## src/rtl/pe_slave_adapter.sv

```systemverilog
// Slave-side adapter between the peripheral crossbar and a single in-order peripheral.
// Requests pass through combinationally; master IDs are queued and re-attached to registered responses.
module pe_slave_adapter #(
  parameter int ID_WIDTH   = 16,
  parameter int ADDR_WIDTH = 30,
  parameter int DATA_WIDTH = 32,
  parameter int FIFO_DEPTH = 4,
  localparam int BE_WIDTH  = DATA_WIDTH / 8,
  localparam int CNT_WIDTH = $clog2(FIFO_DEPTH) + 1,
  localparam int PTR_WIDTH = $clog2(FIFO_DEPTH)
) (
  input  logic                  clk,
  input  logic                  rst_n,

  input  logic                  data_req_i,
  input  logic [ADDR_WIDTH-1:0] data_add_i,
  input  logic                  data_wen_i,
  input  logic [5:0]            data_atop_i,
  input  logic [DATA_WIDTH-1:0] data_wdata_i,
  input  logic [BE_WIDTH-1:0]   data_be_i,
  input  logic [ID_WIDTH-1:0]   data_ID_i,
  output logic                  data_gnt_o,

  output logic                  data_r_valid_o,
  output logic [DATA_WIDTH-1:0] data_r_rdata_o,
  output logic [ID_WIDTH-1:0]   data_r_ID_o,
  output logic                  data_r_opc_o,

  output logic                  per_req_o,
  output logic [ADDR_WIDTH-1:0] per_add_o,
  output logic                  per_wen_o,
  output logic [5:0]            per_atop_o,
  output logic [DATA_WIDTH-1:0] per_wdata_o,
  output logic [BE_WIDTH-1:0]   per_be_o,
  input  logic                  per_gnt_i,
  input  logic                  per_r_valid_i,
  input  logic [DATA_WIDTH-1:0] per_r_rdata_i,
  input  logic                  per_r_opc_i,

  output logic [CNT_WIDTH-1:0]  outstanding_o,
  output logic                  err_unexp_o
);

  logic [CNT_WIDTH-1:0] count;
  logic [PTR_WIDTH-1:0] wr_ptr;
  logic [PTR_WIDTH-1:0] rd_ptr;
  logic [ID_WIDTH-1:0]  id_mem [FIFO_DEPTH];
  logic                 full;
  logic                 empty;
  logic                 push;
  logic                 pop;

  assign full  = (count == CNT_WIDTH'(FIFO_DEPTH));
  assign empty = (count == '0);

  assign per_add_o   = data_add_i;
  assign per_wen_o   = data_wen_i;
  assign per_atop_o  = data_atop_i;
  assign per_wdata_o = data_wdata_i;
  assign per_be_o    = data_be_i;

  // A pop in the same cycle never frees a slot early: full blocks the request outright.
  assign per_req_o  = data_req_i & ~full;
  assign data_gnt_o = per_gnt_i & per_req_o;

  // Emptiness is judged before this cycle's push, so a response racing its own grant is unexpected.
  assign push = per_req_o & per_gnt_i;
  assign pop  = per_r_valid_i & ~empty;

  assign outstanding_o = count;

  always_ff @(posedge clk or negedge rst_n) begin
    if (!rst_n) begin
      count  <= '0;
      wr_ptr <= '0;
      rd_ptr <= '0;
    end else begin
      if (push) wr_ptr <= wr_ptr + PTR_WIDTH'(1);
      if (pop)  rd_ptr <= rd_ptr + PTR_WIDTH'(1);
      if (push && !pop)      count <= count + CNT_WIDTH'(1);
      else if (pop && !push) count <= count - CNT_WIDTH'(1);
    end
  end

  always_ff @(posedge clk) begin
    if (push) id_mem[wr_ptr] <= data_ID_i;
  end

  always_ff @(posedge clk or negedge rst_n) begin
    if (!rst_n) begin
      data_r_valid_o <= 1'b0;
      data_r_rdata_o <= '0;
      data_r_ID_o    <= '0;
      data_r_opc_o   <= 1'b0;
      err_unexp_o    <= 1'b0;
    end else begin
      data_r_valid_o <= pop;
      if (pop) begin
        data_r_rdata_o <= per_r_rdata_i;
        data_r_ID_o    <= id_mem[rd_ptr];
        data_r_opc_o   <= per_r_opc_i;
      end
      if (per_r_valid_i && empty) err_unexp_o <= 1'b1;
    end
  end

endmodule

```

## config.mk

```make
export PLATFORM = sky130hd
export DESIGN_NAME = pe_slave_adapter
export DESIGN_NICKNAME = d
export VERILOG_FILES = /design/src/rtl/pe_slave_adapter.sv
export SDC_FILE = /design/constraint.sdc
export NUM_CORES = 1
export LEC_CHECK = 0
export BUFFER_PORTS_ARGS = -buffer_cell sky130_fd_sc_hd__buf_2
export CAP_MARGIN = 20
export CELL_PAD_IN_SITES_DETAIL_PLACEMENT = 2
export CELL_PAD_IN_SITES_GLOBAL_PLACEMENT = 2
export CORE_ASPECT_RATIO = 0.9
export CORE_MARGIN = 1
export CORE_UTILIZATION = 28
export CTS_CLUSTER_DIAMETER = 40
export DETAILED_ROUTE_END_ITERATION = 16
export PLACE_DENSITY = 0.89
export SYNTH_ARGS = -nofsm -noshare
export SYNTH_HDL_FRONTEND = slang
export SYNTH_SLANG_ARGS = --single-unit
```

## constraint.sdc

```tcl
create_clock -name clk -period 2.9 [get_ports clk]
set_input_delay 0.58 -clock clk [delete_from_list [all_inputs] [get_ports clk]]
set_output_delay 0.58 -clock clk [all_outputs]
set_load 0.05 [all_outputs]
```

# == Word-level counts from Yosys, hierarchy flattened ==
# Memory sizes are Yosys's and may differ from the RTL's. A register that Yosys moved wholly into a read port is not among the register bits.
# Cells that the tools add are included.
# totals
regBits,42
ramBits,64
input_bits,127
wordCells,30
mem_count,1
# mem_list
memory,words,word_bits,read_ports,rd_clocked_by_memory_dff,write_ports,line_no,source
id_mem,4,16,1,1,1,47,logic [ID_WIDTH-1:0] id_mem [FIFO_DEPTH];
# classes
n_addsub,4
eq_ne,1
mux,4
bitwise,5
reduce_logical,8
# op_table
operator,count
two-way mux 3 bit,2
"adder 2 x 1 -> 2 bit, second input constant",2
"adder 3 x 1 -> 3 bit, second input constant",1
AND 1 bit,3
"equality test 3 bit, second input constant",1
logical AND 1 bit,3
zero test 1 bit,3
zero test 3 bit,1
"subtractor 3 x 1 -> 3 bit, second input constant",1
two-way mux 1 bit,2
inverter 1 bit,2
nonzero test 2 bit,1

# == Depth between registers and ports, before layout ==
# Gate-level depths: netlist (run 1).
# logic_depth
ltp_word,8
depth_mapped,8

# == Least setup slack after synthesis (run 1) ==
# Ideal clock, no wire load.
# synth_path
path_kind,reg2out
from,"reg count[0], in the netlist outstanding_o[0]"
to,out per_req_o
arrival_ns,2.046
slack_ns,0.274
stages_incl_launch_ff,3
n_path_buf,0
path_cell_list,dfrtp_1 -> nor2_1 -> a21boi_0
# synth_between
elab_chain_len,3
# synth_lines
item,line_no,source
start: declaration,44,logic [CNT_WIDTH-1:0] count;
start signal: assignment,80,if (push && !pop) count <= count + CNT_WIDTH'(1);
start signal: assignment,81,else if (pop && !push) count <= count - CNT_WIDTH'(1);
equality test 3 bit,53,assign full = (count == CNT_WIDTH'(FIFO_DEPTH));
inverter 1 bit,63,assign per_req_o = data_req_i & ~full;
AND 1 bit,63,
end: declaration,29,"output logic per_req_o,"
# Every way passes these cells.

# == Worst setup path in the final report (run 1) ==
# layout_path
from,"reg count[0], in the netlist outstanding_o[0]"
to,"reg count[2], in the netlist outstanding_o[2]"
# layout_between
elab_chain_len,7
# layout_lines
item,line_no,source
equality test 3 bit,53,
inverter 1 bit,63,
AND 1 bit,63,
AND 1 bit,67,assign push = per_req_o & per_gnt_i;
zero test 1 bit,81,
logical AND 1 bit,81,
nonzero test 2 bit (no source line),n/a,
# Several ways; a longest one is shown, not always the timed one. The select of a mux whose other input is x is not followed.
# A chain may end at the register's enable or synchronous reset.

==> results of run 1 <==
-- synth_stat cells --
cell	n
a21boi_0	1
a31o_2	1
and2_1	4
buf_2	8
buf_4	73
buf_6	2
clkbuf_1	4
dfrtp_1	58
edfxtp_1	64
fa_1	1
ha_1	5
inv_1	4
inv_2	1
mux2_2	1
mux2_4	1
mux4_2	16
nand2_1	148
nor2_1	2
o311a_1	1
o31ai_4	1
xnor2_1	5
xor2_1	1
-- how the worst min path moves through the flow --
| stage | end | slack [ns] |
|---|---|---|
| after floorplan | data_r_ID_o[0] | 0.28 |
| after global placement | data_r_rdata_o[3] | 0.46 |
| after detailed placement | data_r_ID_o[7] | 0.46 |
| after CTS | outstanding_o[0] | 0.25 |
| after global routing | data_r_ID_o[6] | 0.29 |
| final | data_r_ID_o[4] | 0.26 |
-- cells by family (layout without fill, tap and decap cells) --
logic type                 Yosys count  in the layout
AOI/OAI and AO/OA                    4              4
DFF                                122            122
adders and majority gates            6              6
and+or+nand+nor                    154            154
buffers and inverters               92            155
xor gates and xnor gates             6              6
muxes                               18             18
-- cell type report --
cell class	instances	area share, %
Inverter	5	0.311
Tap cell	240	4.97
Clock inverter	6	0.539
Clock buffer	26	8.99
Sequential cell	122	55.9
Timing Repair Buffer	118	10.2
Multi-Input combinational cell	188	19.2
-- sequential cells by signal (all words and copies together) (netlist names) --
| name | count |
|---|---|
| id_mem | 64 |
| data_r_rdata_o | 32 |
| data_r_ID_o | 16 |
| outstanding_o | 3 |
| rd_ptr | 2 |
| wr_ptr | 2 |
| data_r_opc_o | 1 |
| data_r_valid_o | 1 |
| err_unexp_o | 1 |
-- cells in the final DEF, fill, tap and decap left out --
| master | netlist | routed |
|---|---|---|
| clkinv_2 | 0 | 5 |
| nor2_1 | 2 | 2 |
| xnor2_1 | 5 | 5 |
| fa_1 | 1 | 1 |
| buf_2 | 8 | 109 |
| mux4_2 | 16 | 16 |
| edfxtp_1 | 64 | 64 |
| inv_1 | 4 | 4 |
| clkbuf_1 | 4 | 4 |
| and2_1 | 4 | 4 |
| ha_1 | 5 | 5 |
| a21boi_0 | 1 | 1 |
| a31o_2 | 1 | 1 |
| mux2_2 | 1 | 1 |
| o31ai_4 | 1 | 1 |
| mux2_4 | 1 | 1 |
| o311a_1 | 1 | 1 |
| clkbuf_16 | 0 | 20 |
| clkbuf_8 | 0 | 2 |
| buf_4 | 73 | 9 |
| dfrtp_1 | 58 | 58 |
| inv_2 | 1 | 1 |
| xor2_1 | 1 | 1 |
| clkinvlp_4 | 0 | 1 |
| nand2_1 | 148 | 148 |
-- worst reg2reg max path, cell delays in order, from the launching register on --
cell and delay (ns):
dfrtp_1 0.48, o31ai_4 0.63, ha_1 0.30, inv_1 0.07, fa_1 0.38, xor2_1 0.16
nor2_1 0.14, xnor2_1 0.15
-- per-layer routing --
metal	track usage, %	vias to the layer above	wire [um]
met4	7.00	0	359
met5	0.500	-	0
met2	29.2	134	8130
met3	7.95	34	1460
li1	-	1360	-
met1	15.4	1534	5010
-- power by group --
part / internal, mW / switching, mW
clock network: 1.28 / 0.722
logic: 0.695 / 1.80
registers: 2.25 / 0.295
total: 4.23 / 2.82
==> results.toml, run 1 <==
[detailed_routing]
num_vias = 3062
wl_per_cell_um = 21.2
wirelength_mm = 15.0
drt_drc_violations_left = 0
via_per_inst = 4.34
postRouteAntennaNets = 0
first_pass_iters = 4
drt_iter0_drc = 120

[worst_setup_path]
r2r_slack_ns = 0.49
crit_path_end = "outstanding_o[2]"
worst_ep_required_time_ns = 3.22
slowest_stage = "o31ai_4"
path_delay_family = "adder cells"
r2r-end = "outstanding_o[2]"
slowest_delay_ns = 0.63
crit_type = "flop to flop"
end_kind = "flop"
cp.arrival_ns = 2.73
path_depth = 7
crit_start = "outstanding_o[0]"
path_buf_inv = 1
r2r-start = "outstanding_o[0]"
worstPathMaxFanout = 13
ff2ff_path_depth = 7
cp_cell_sequence = "o31ai_4 > ha_1 > inv_1 > fa_1 > xor2_1 > nor2_1 > xnor2_1"
cp-start-kind = "flop"

[logic_synthesis]
ys_top_cells_by_area = "edfxtp_1 37%, dfrtp_1 28%, nand2_1 11%"
synth-simple-area-share_pct = 11.4
synth_top_cell_area_share_pct = 37.1
synth_top_family_by_area = "buffers and inverters"
synth-adder-area-share_pct = 1.60
ys_warn_count = 0
synth_mux_area_share_pct = 7.47
synth.cell_area_um2 = 5170
seq_area_frac_synth_pct = 65.2
synth_xor_area_share_pct = 1.02
synth_compound_area_share_pct = 0.919
netlist_instances = 402
synth_area_leader_cell = "edfxtp_1"
ys_types = 22
syn_avg_cell_area_um2 = 12.9
ys_ff_latch = 122
synthesis.nets = 535

[sta]
post-route-min-period_ns = 2.41
finalCritPeriodShare_pct = 83.0
whs_ns = 0.257
rsz0062_at_grt = "false"
finalClockSkew_ns = 0.00823
hold_viol = 0
slew_viol_final = 0
setup-tns-final_ns = 0
worstMarginPinSlew_ns = 0.866
fmax_mhz = 415
relSlewSlack_pct = 42.3
setup_slack_ns = 0.493
finalSetupViolations = 0

[cells_and_area]
multi_input_area_um2 = 1160
finalInstanceArea_um2 = 6040
num-fill-cells = 1904
drive_gt1_share_pct = 35.9
area_delta_synth_final_pct = 16.7
fin_util_pct = 33.8
antenna_cells = 0
regArea_um2 = 3370
finalNetCount = 585
final_cells = 705

[outcome]
status = "finished, final reports clean"

[clock_network]
holdBufCountCts = 0
clock_path_buffers = 2
ctsResizeCount = 0
cts_root_buf = "clkbuf_16"
post_cts_buffers = 0
clock_latency_ns = 0.41
cts_tree = "built"
h-tree-depth = 4
cts_buffers = 17
clk_pin_slew_ns = 0.05
cts.sinks = 122

[floorplanning]
die_area_um2 = 19000
start_util_pct = 29.0
die_width_um = 145
io_pins = 256
coreArea_um2 = 17800
die_h_um = 131
fp-row-count = 46

[placed_design]
placed_cells = 673
dp_hpwl_mm = 11.2
dp_slack_ns = 0.460
gp_congestion = 0.727
numPortBuffers = 109
placed_cell_area_um2 = 5460

[global_routing]
grt_max_degree = 41
antenna_found_initial = 1
grt_pass1_wl_mm = 21.8
overflow = 0
grt.total_usage_pct = 16.0
first_global_vias = 3437

[power]
p_leak_nw = 2.71
ir_drop_v = 0.000385
power.density_nw_per_um2 = 1170
power_mw = 7.05

[run]
cap_violations = 0

[worst_hold_path]
hold_path_class = "input port to asynchronous set/reset pin"
No activity file was read; power rests on OpenSTA's default activity.
==> run 2: changes to the inputs <==
==> constraint.sdc (replaced) <==
create_clock -name clk -period 2.4 [get_ports clk]
set_input_delay 0.48 -clock clk [delete_from_list [all_inputs] [get_ports clk]]
set_output_delay 0.48 -clock clk [all_outputs]
set_load 0.05 [all_outputs]
==> run 2 against run 1 <==
Compared with the run above: combinational power grew 21%; cell count did not move; worst setup slack got worse by 0.27 ns; cell area fell by 0.23%; hold slack lost 0.17 ns; clock skew decreased by 0.0028 ns; sequential power up 22%; clock power is 18% higher; count of clock-buffer cells in the layout decreased by 9; largest power group unchanged.
==> results.toml, run 2 (synthesized netlist as in run 1, its figures left out) <==
[cells_and_area]
regMostFlops = "id_mem"
finalInstanceArea_um2 = 6020
reg_top3 = "id_mem: 64 flops, data_r_rdata_o: 32 flops, data_r_ID_o: 16 flops"
largest_reg_flops = 64
final_cell_mix = "148 x nand2_1, 109 x buf_2, 64 x edfxtp_1"
finalNetCount = 584
mostFrequentLayoutCell = "nand2_1"
num-fill-cells = 1900
area_delta_synth_final_pct = 16.4
drive_gt1_share_pct = 36.9

[detailed_routing]
num_vias = 3106
drt_iter0_drc = 127
via_per_inst = 4.41
postRouteAntennaNets = 0
first_pass_iters = 4
drt_drc_violations_left = 0
wirelength_mm = 15.0
wl_per_cell_um = 21.2

[floorplanning]
die_area_um2 = 19000
die_h_um = 131
coreArea_um2 = 17800
die_width_um = 145
fp-row-count = 46
io_pins = 256
start_util_pct = 29.0

[worst_setup_path]
path_delay_family = "adder cells"
cp.arrival_ns = 2.46
crit_type = "flop to flop"
cp-start-kind = "flop"
worstPathMaxFanout = 8
slowest_delay_ns = 0.52
cp_cell_sequence = "o311a_2 > ha_1 > inv_1 > fa_1 > mux2_2"
slowest_stage = "o311a_2"
worst_ep_required_time_ns = 2.69
end_kind = "flop"
path_buf_inv = 1

[sta]
fmax_mhz = 460
worstMarginPinSlew_ns = 0.981
finalClockSkew_ns = 0.00541
finalCritPeriodShare_pct = 90.5
finalSetupViolations = 0
post-route-min-period_ns = 2.17
setup-tns-final_ns = 0
relSlewSlack_pct = 34.6
hold_viol = 0
slew_viol_final = 0
rsz0062_at_grt = "false"

[placed_design]
placed_cell_area_um2 = 5470
gp_congestion = 0.705
numPortBuffers = 109
dp_hpwl_mm = 11.3

[global_routing]
first_global_vias = 3544
grt_max_degree = 35
grt.total_usage_pct = 15.9
grt_pass1_wl_mm = 22.0
overflow = 0
antenna_found_initial = 0

[clock_network]
cts_root_buf = "clkbuf_16"
ctsResizeCount = 0
cts_buffers = 17
clk_pin_slew_ns = 0.05
h-tree-depth = 4
cts.sinks = 122
clock_latency_ns = 0.41
post_cts_buffers = 0
holdBufCountCts = 0
cts_tree = "built"
clock_path_buffers = 2

[worst_hold_path]
hold_path_class = "input port to asynchronous set/reset pin"

[outcome]
status = "finished, final reports clean"

[power]
ir_drop_v = 0.000625
power.density_nw_per_um2 = 1410
p_leak_nw = 2.69

[run]
cap_violations = 0
-- run 2: cell types whose count changed in the layout (fill, tap and decap cells not counted), sizes merged --
cell | before | now
buf | 118 | 117
bufinv | 0 | 1
clkbuf | 26 | 17
clkinv | 5 | 9
clkinvlp | 1 | 2
diode | 0 | 1
inv | 5 | 8
-- run 2: cell type report --
cell class	instances	area (um2)	area share, %
clock inverters	15	126	2.10
diodes	1	2.50	0.0415
multi-input cells	188	1160	19.2
repair buffers	117	618	10.3
flip-flops and latches	122	3370	56.0
clock buffers	17	425	7.06
well taps	240	300	4.98
inverters	5	18.8	0.312
-- run 2: worst register-to-register path: stages (launching register included) --
cell,delay [ns]
dfrtp_1,0.47
o311a_2,0.52
ha_1,0.27
inv_1,0.10
fa_1,0.42
mux2_2,0.28
-- run 2: path summary, 6_finish.rpt --
path	start	end	slack [ns]	cells after the start
min	rst_n	data_r_rdata_o[15]	0.08	1
min reg2reg	err_unexp_o	err_unexp_o	0.47	1
max in group asynchronous	rst_n	outstanding_o[2]	1.67	2
max	outstanding_o[0]	outstanding_o[1]	0.23	5
min in group clk	per_r_rdata_i[3]	data_r_rdata_o[3]	0.26	3
max reg2reg	outstanding_o[0]	outstanding_o[1]	0.23	5
-- run 2: power breakdown --
group	internal, mW	total, mW	leakage (nW)	switching [mW]
combinational	0.855	3.02	1.14	2.16
sequential	2.73	3.10	1.28	0.373
clock	1.42	2.37	0.271	0.952
-- run 2: per-stage QoR --
| stage | std cells | setup slack [ns] | util [%] | hold WS [ns] | power (mW) |
|---|---|---|---|---|---|
| finish | 705 | 0.228 | 33.8 | 0.0827 | 8.49 |
| global route | 704 | 0.164 | 33.8 | 0.121 | 8.94 |
| CTS | 704 | 0.217 | 33.8 | 0.0887 | 8.65 |
| floorplan | 402 | 0.0143 | - | 0.184 | 5.65 |
| detailed placement | 672 | 0.231 | 30.7 | 0.463 | 6.23 |
| global placement | 672 | 0.342 | 30.7 | 0.454 | 6.05 |
-- run 2: per-layer routing --
layer	vias up	share of wire, %	GRT usage [%]
met5	-	0	0.500
met4	0	2.7	6.75
met3	31	8.7	7.43
met2	145	54	29.6
met1	1573	34	15.2
li1	1357	-	-
==> run 3: changes to the inputs <==
--- a/config.mk
+++ b/config.mk
@@ -11,10 +11,10 @@
 export CELL_PAD_IN_SITES_GLOBAL_PLACEMENT = 2
 export CORE_ASPECT_RATIO = 0.9
 export CORE_MARGIN = 1
-export CORE_UTILIZATION = 28
+export CORE_UTILIZATION = 30
 export CTS_CLUSTER_DIAMETER = 40
 export DETAILED_ROUTE_END_ITERATION = 16
-export PLACE_DENSITY = 0.89
+export PLACE_DENSITY = 0.94
 export SYNTH_ARGS = -nofsm -noshare
 export SYNTH_HDL_FRONTEND = slang
 export SYNTH_SLANG_ARGS = --single-unit
==> constraint.sdc (replaced) <==
create_clock -name clk -period 2.6 [get_ports clk]
set_input_delay 0.52 -clock clk [delete_from_list [all_inputs] [get_ports clk]]
set_output_delay 0.52 -clock clk [all_outputs]
set_load 0.05 [all_outputs]
==> run 3 against run 2 <==
Compared with the run above: core utilization increased by 1.7 points; count of clock-buffer cells in the layout grew 2; total power decreased by 7.1%; sequential power shrank 7.1%; hold slack improved by 0.055 ns; combinational power down 7.9%; first-iteration DRC count is 17% lower; critical path type is now flop to primary output; critical endpoint is now data_gnt_o.
==> results.toml, run 3 (synthesized netlist as in run 1, its figures left out) <==
[outcome]
status = "finished, final reports clean"

[placed_design]
dp_hpwl_mm = 11.7
placed_cells = 641
dp_slack_ns = 0.462
gp_congestion = 0.707
numPortBuffers = 109

[sta]
slew_viol_final = 0
setup-tns-final_ns = 0
fmax_mhz = 459
relSlewSlack_pct = 39.9
worstMarginPinSlew_ns = 0.902
finalCritPeriodShare_pct = 83.8
finalClockSkew_ns = 0.00699
post-route-min-period_ns = 2.18
setup_slack_ns = 0.421
hold_viol = 0
rsz0062_at_grt = "false"
finalSetupViolations = 0
whs_ns = 0.137

[floorplanning]
die_area_um2 = 17800
die_width_um = 140
coreArea_um2 = 16900
fp-row-count = 45
start_util_pct = 30.6
die_h_um = 127
io_pins = 256

[detailed_routing]
via_per_inst = 4.59
drt_drc_violations_left = 0
wl_per_cell_um = 22.6
met1Wirelength_mm = 5.04
first_pass_iters = 4
wirelength_mm = 15.2
drt_iter0_drc = 106
num_vias = 3087
highest-signal-layer = "met4"
routed-wl-met3_mm = 1.52
dr_wl_met2_mm = 8.37
postRouteAntennaNets = 0

[cells_and_area]
antenna_cells = 0
final_cell_mix = "148 x nand2_1, 109 x buf_2, 64 x edfxtp_1"
final_cells = 673
num-fill-cells = 1776
largest_reg_flops = 64
fin_util_pct = 35.5
drive_gt1_share_pct = 36.4
regMostFlops = "id_mem"
reg_top3 = "id_mem: 64 flops, data_r_rdata_o: 32 flops, data_r_ID_o: 16 flops"
finalNetCount = 582
area_delta_synth_final_pct = 15.8
mostFrequentLayoutCell = "nand2_1"

[worst_hold_path]
hold_path_class = "input port to asynchronous set/reset pin"

[worst_setup_path]
slowest_stage = "o311a_2"
path_depth = 2
cp-start-kind = "flop"
end_kind = "primary output"
cp.arrival_ns = 1.66
crit_type = "flop to primary output"
ff2ff_path_depth = 5
path_buf_inv = 1
cp_cell_sequence = "o311a_2 > buf_2"
worstPathMaxFanout = 8
path_delay_family = "compound AO/OA/AOI/OAI gates"
slowest_delay_ns = 0.53
worst_ep_required_time_ns = 2.08

[power]
p_int_mw = 4.66
p_seq_share_pct = 36.5
p_leak_nw = 2.69
combPwrFrac_pct = 35.3
power.density_nw_per_um2 = 1320
ir_drop_v = 0.000755
p_clk_share_pct = 28.2
switching_share_pct = 40.9
p_sw_mw = 3.22

[run]
cap_violations = 0

[clock_network]
post_cts_buffers = 0
clock_path_buffers = 2
clock_latency_ns = 0.41
clk_pin_slew_ns = 0.06
cts_tree = "built"
cts_root_buf = "clkbuf_16"
ctsResizeCount = 0
holdBufCountCts = 0
cts.sinks = 122
h-tree-depth = 4
cts_buffers = 17

[global_routing]
antenna_found_initial = 0
overflow = 0
first_global_vias = 3569
grt_max_degree = 38
grt.total_usage_pct = 18.0
grt_pass1_wl_mm = 23.0
==> run 3: path summary, 6_finish.rpt <==
| kind | start | endpoint | slack (ns) |
|---|---|---|---|
| setup / recovery | outstanding_o[0] | data_gnt_o | 0.42 |
| hold / removal | rst_n | data_r_ID_o[14] | 0.14 |
| setup reg to reg | outstanding_o[0] | outstanding_o[1] | 0.46 |
| hold reg to reg | data_r_ID_o[11] | data_r_ID_o[11] | 0.48 |
| max in group asynchronous | rst_n | data_r_rdata_o[7] | 1.84 |
| min in group clk | per_r_rdata_i[27] | data_r_rdata_o[27] | 0.31 |
==> run 3: power groups by stage <==
stage	Clock [mW]	Combinational, mW	Sequential [mW]
after floorplan	0	1.30	3.91
after global placement	0	2.71	2.86
after detailed placement	0	2.82	2.93
after CTS	2.29	2.85	2.90
after global routing	2.37	2.98	2.95
final	2.23	2.78	2.88
==> run 3: layer usage <==
metal  GRT usage, %  up-vias
li1               -     1356
met1           17.6     1566
met2           33.5      148
met3           8.72       17
met4           5.30        0
met5              0        -
==> run 3: metrics by stage <==
| stage | power [mW] | cell area (um2) |
|---|---|---|
| global route | 8.30 | 5990 |
| detailed placement | 5.75 | 5430 |
| finish | 7.89 | 5990 |
| CTS | 8.03 | 5990 |
| floorplan | 5.21 | 5180 |
| global placement | 5.57 | 5430 |
==> run 3: layout make-up <==
cell class	instances	area [um2]	area share (%)
multi-input combinational	188	1160	19.3
clock inverter	13	121	2.02
sequential	122	3370	56.3
inverter	5	18.8	0.313
tap	211	264	4.40
timing repair buffer	115	616	10.3
clock buffer	19	443	7.39
